### src/rtl/tick_timer_ctrl.sv
// tick_timer_ctrl: prescaled tick generator driving a loadable countdown.
// A 26-bit prescaler divides the clock by CLK_DIV to make ticks. Each tick
// decrements the remaining count. done pulses when the count reaches zero.
// Pause freezes the prescaler and the count. clear aborts to IDLE.
module tick_timer_ctrl #(
   parameter int unsigned CLK_DIV = 250000,
   parameter int unsigned CNT_W   = 8
) (
   input  logic             clock,
   input  logic             reset,
   input  logic             clear,
   input  logic             start,
   input  logic             pause,
   input  logic [CNT_W-1:0] load_value,
   output logic             tick,
   output logic [CNT_W-1:0] remaining,
   output logic             busy,
   output logic             done,
   output logic [1:0]       state
);

   localparam logic [25:0] PSC_MAX = 26'(CLK_DIV - 1);

   typedef enum logic [1:0] {
      IDLE  = 2'd0,
      RUN   = 2'd1,
      PAUSE = 2'd2,
      DONE  = 2'd3
   } state_t;

   state_t      cur_state;
   state_t      nxt_state;
   logic [25:0] prescaler;
   logic        accept;
   logic        zero_load;
   logic        advance;
   logic        wrap;
   logic        last;

   // A start is honoured only from IDLE/DONE and loses to clear.
   assign accept    = start && !clear && ((cur_state == IDLE) || (cur_state == DONE));
   assign zero_load = (load_value == '0);
   // The prescaler moves only in RUN on a cycle with pause low.
   assign advance   = (cur_state == RUN) && !pause && !clear;
   assign wrap      = advance && (prescaler == PSC_MAX);
   assign last      = wrap && (remaining == CNT_W'(1));

   // State register.
   always_ff @(posedge clock) begin
      if (reset) begin
         cur_state <= IDLE;
      end else begin
         cur_state <= nxt_state;
      end
   end

   // Next-state selection with priority clear > start > pause.
   always_comb begin
      nxt_state = cur_state;
      if (clear) begin
         nxt_state = IDLE;
      end else begin
         case (cur_state)
            IDLE, DONE: begin
               if (start) begin
                  nxt_state = zero_load ? DONE : RUN;
               end
            end
            RUN: begin
               if (pause) begin
                  nxt_state = PAUSE;
               end else if (last) begin
                  nxt_state = DONE;
               end
            end
            PAUSE: begin
               if (!pause) begin
                  nxt_state = RUN;
               end
            end
            default: nxt_state = IDLE;
         endcase
      end
   end

   // Prescaler, countdown and the registered tick/done pulses.
   always_ff @(posedge clock) begin
      if (reset || clear) begin
         prescaler <= '0;
         remaining <= '0;
         tick      <= 1'b0;
         done      <= 1'b0;
      end else begin
         tick <= wrap;
         done <= last || (accept && zero_load);
         if (accept) begin
            prescaler <= '0;
            remaining <= load_value;
         end else if (advance) begin
            if (wrap) begin
               prescaler <= '0;
               remaining <= remaining - CNT_W'(1);
            end else begin
               prescaler <= prescaler + 26'd1;
            end
         end
      end
   end

   // Status outputs decoded from the current state.
   always_comb begin
      busy  = (cur_state == RUN) || (cur_state == PAUSE);
      state = cur_state;
   end

endmodule

### config.mk
export PLATFORM = sky130hd
export DESIGN_NAME = tick_timer_ctrl
export DESIGN_NICKNAME = d
export VERILOG_FILES = /design/src/rtl/tick_timer_ctrl.sv
export SDC_FILE = /design/constraint.sdc
export NUM_CORES = 1
export LEC_CHECK = 0
export ABC_CLOCK_PERIOD_IN_PS = 2480
export CORE_ASPECT_RATIO = 1.4
export CORE_MARGIN = 5
export CORE_UTILIZATION = 45
export DETAILED_ROUTE_END_ITERATION = 16
export PLACE_DENSITY = 0.7
export SLEW_MARGIN = 25
export SYNTH_ARGS = -nofsm -noshare
export SYNTH_HDL_FRONTEND = slang
export SYNTH_SLANG_ARGS = --single-unit
### constraint.sdc
create_clock -name clock -period 2.48 [get_ports clock]
set_clock_uncertainty 0.2 [all_clocks]
set_input_delay 0.372 -clock clock [delete_from_list [all_inputs] [get_ports clock]]
set_output_delay 0.372 -clock clock [all_outputs]
set_load 0.01 [all_outputs]
==> flow_metrics.tcl <==
set metrics [dict create \
    outcome "finished with violations" \
    violations "setup timing" \
    hpwl_um 3510 \
    track_usage_pct 18.0 \
    setup_viol 19 \
    dr.first_iter.drc_count 146 \
    grt_pass1_wl_um 8180 \
    dr_total_vias 1830 \
    die_w_um 65.9 \
    start_kind "flop" \
    required_ns 2.48 \
    grt_pass1_vias 1908 \
    cp-end-kind "flop" \
    fmax_ghz 0.394 \
    rsz0062_at_grt "yes" \
    core_mm2 0.00424 \
    cp_max_fo 8 \
    layout-drive-gt1-share_pct 24.7 \
    die-area_mm2 0.00582 \
    pin_count 26 \
    slew_violations 0 \
    start_util_pct 46.5 \
    ctsHoldBuffers 0 \
    min-delay-start "prescaler[1]$_SDFFE_PP0P_" \
    drc 0 \
    drv_cap 0 \
    numCtsBuffers 5 \
    met3WireLength_um 274 \
    port_buffers 25 \
    antenna_left 0 \
    vdd_drop_max_mv 0.307 \
    antenna_found_initial 0 \
    diodes 0 \
    clkSlewWorstSetupHoldPaths_ns 0.07 \
    synthDistinctLibCells 38 \
    cts.sink_count 38 \
    min_path_type "reg -> reg" \
    first_pass_iters 4 \
    wl_per_cell_um 14.5 \
    syn-num-nets 244 \
    crit_type "reg -> reg" \
    setup.worst_path.start "prescaler[22]$_SDFFE_PP0P_" \
    gp_congestion 0.849 \
    r2r_start "prescaler[22]$_SDFFE_PP0P_" \
    cts_tree "built" \
    area_delta_synth_final_pct 36.1 \
    finalSetupTns_ns -0.401 \
    synth.avg_cell_area_um2 8.71 \
    hold_violations 0 \
    fin_crit_sh_pct 102 \
    ys_seq_area_share_pct 38.6 \
    ys_seq_elements 38 \
    met1_length_um 1950 \
    post_drt_via_cell_ratio 5.34 \
    finalWorstSetupSlack_ns -0.0560 \
    power_density_mw_per_mm2 440 \
    cts_max_level 2 \
    wl_met2_um 2580 \
    p_leak_nw 0.963 \
    max-slew-margin-rel_pct 71.7 \
    arrival_ns 2.53 \
    worst_pin_slew_ns 0.419 \
    die-height_um 88.3 \
    pre_cts_ws_ns -0.336 \
    clock_latency_ns 0.29 \
    syn_inst 226 \
    synthesis.area_mm2 0.00197 \
    grt_max_degree 24 \
    wirelength_um 4970 \
    top_layer "met4" \
    cts_max_path_buffers 2 \
    ys_warn_count 0 \
    nNetsFinal 300 \
    fp-row-count 28 \
    root_buffer "clkbuf_8" \
    min_period_ns 2.54 \
    grt-ovfl-total 0 \
]
==> worst paths after layout <==
path | slack, ns | end | cells after the start
setup / recovery | -0.06 | state[0]$_SDFFE_PP0P_ | 5
hold / removal | 0.31 | prescaler[1]$_SDFFE_PP0P_ | 2
setup reg to reg | -0.06 | state[0]$_SDFFE_PP0P_ | 5
hold reg to reg | 0.31 | prescaler[1]$_SDFFE_PP0P_ | 2
==> layout by cell type (no fill, tap or decap), types with 2 or more instances in the layout <==
| cell | Yosys | layout |
|---|---|---|
| nand2_1 | 19 | 19 |
| inv_1 | 7 | 6 |
| a211oi_1 | 3 | 2 |
| nor2_1 | 33 | 32 |
| or2_2 | 3 | 3 |
| nand3_1 | 8 | 7 |
| xor2_1 | 19 | 19 |
| nor4_2 | 1 | 3 |
| o21ai_0 | 6 | 5 |
| nor3_4 | 0 | 2 |
| ha_1 | 5 | 4 |
| or4_1 | 5 | 3 |
| nor3_1 | 4 | 2 |
| or4_4 | 1 | 3 |
| nor3_2 | 2 | 2 |
| clkbuf_8 | 0 | 6 |
| or3_1 | 6 | 6 |
| buf_4 | 1 | 31 |
| a21oi_1 | 8 | 8 |
| nor4_1 | 5 | 3 |
| dfxtp_2 | 0 | 3 |
| dfxtp_1 | 38 | 34 |
| nand4_1 | 13 | 13 |
| clkdlybuf4s50_1 | 0 | 25 |
| and3_1 | 6 | 6 |
| nor4_4 | 2 | 2 |
| xnor2_1 | 9 | 9 |
==> worst max-delay path: stages, from the launching register on <==
cell and delay, ns:
dfxtp_2 0.35, or4_4 0.52, or4_4 0.64, nor4_4 0.26, o221ai_2 0.18, a221oi_2 0.29
==> stage by stage <==
step / cell area (um^2) / utilization, % / hold WS, ns / power [W] / std cells
2_1_floorplan: 2000 / - / 0.258 / 0.000694 / 226
3_3_place_gp: 2490 / 58.8 / 0.277 / 0.000748 / 332
3_5_place_dp: 2490 / 58.8 / 0.284 / 0.000748 / 332
5_1_grt: 2680 / 63.3 / 0.334 / 0.00123 / 343
4_1_cts: 2630 / 62.1 / 0.314 / 0.00119 / 342
6_report: 2680 / 63.3 / 0.309 / 0.00118 / 343
==> power breakdown <==
part	switching, W	internal [W]	leakage, nW
combinational	0.0000565	0.0000635	0.606
sequential	0.00000814	0.000616	0.309
clock	0.000212	0.000224	0.0482
total	0.000277	0.000904	0.963
==> final cells by class <==
class	count	area (um^2)
inverter	7	26.3
multi-input combinational	172	1190
sequential	38	768
tap	60	75.1
clock inverter	1	5.00
timing repair buffer	58	528
clock buffer	7	86.3
fill	360	1560
==> cell families (layout without fill, tap and decap cells) <==
family	count (synthesis)	in the layout	share of synthesized area, %
flip-flops	38	38	38.6
AND/OR/NAND/NOR	113	113	31.8
buffers and inverters	16	73	4.76
XOR/XNOR	28	28	12.5
adder cells (fa/ha/maj)	5	5	3.18
multiplexers	3	3	1.65
AO/OA/AOI/OAI	23	23	7.56
==> timing repair <==
action	4_1_cts	5_1_grt
pin swaps	2	4
resized for setup	9	6
cloned	0	1
setup endpoints to repair	31	32
buffers inserted	2	0
==> state kept, by name, indices dropped and copies added (netlist names) <==
signal and count:
prescaler 26, remaining 8, state 2, done 1
tick 1
==> per-layer routing <==
| metal | vias to the layer above | global-route usage [%] |
|---|---|---|
| li1 | 901 | - |
| met1 | 861 | 18.4 |
| met4 | 0 | 8.49 |
| met3 | 17 | 5.21 |
| met2 | 51 | 33.3 |
| met5 | - | 0 |
==> cell usage after synthesis, drive strengths merged <==
cell type | instances | area (um^2)
dfxtp | 38 | 761
nor2 | 33 | 124
nand2 | 19 | 71.3
xor2 | 19 | 166
nand4 | 13 | 81.3
xnor2 | 9 | 78.8
a21oi | 8 | 40.0
nand3 | 8 | 40.0
nor4 | 8 | 86.3
inv | 7 | 26.3
o21ai | 7 | 35.0
and3 | 6 | 37.5
nor3 | 6 | 40.0
or3 | 6 | 37.5
or4 | 6 | 48.8
buf | 5 | 52.6
ha | 5 | 62.6
clkbuf | 4 | 15.0
or2 | 4 | 25.0
a211oi | 3 | 22.5
mux2 | 2 | 22.5
a221oi | 1 | 15.0
a31oi | 1 | 6.26
and4 | 1 | 8.76
mux2i | 1 | 10.0
nand2b | 1 | 6.26
nor4bb | 1 | 10.0
o211ai | 1 | 7.51
o221ai | 1 | 15.0
o31ai | 1 | 7.51
or3b | 1 | 8.76
No activity file was read; power rests on OpenSTA's default activity.
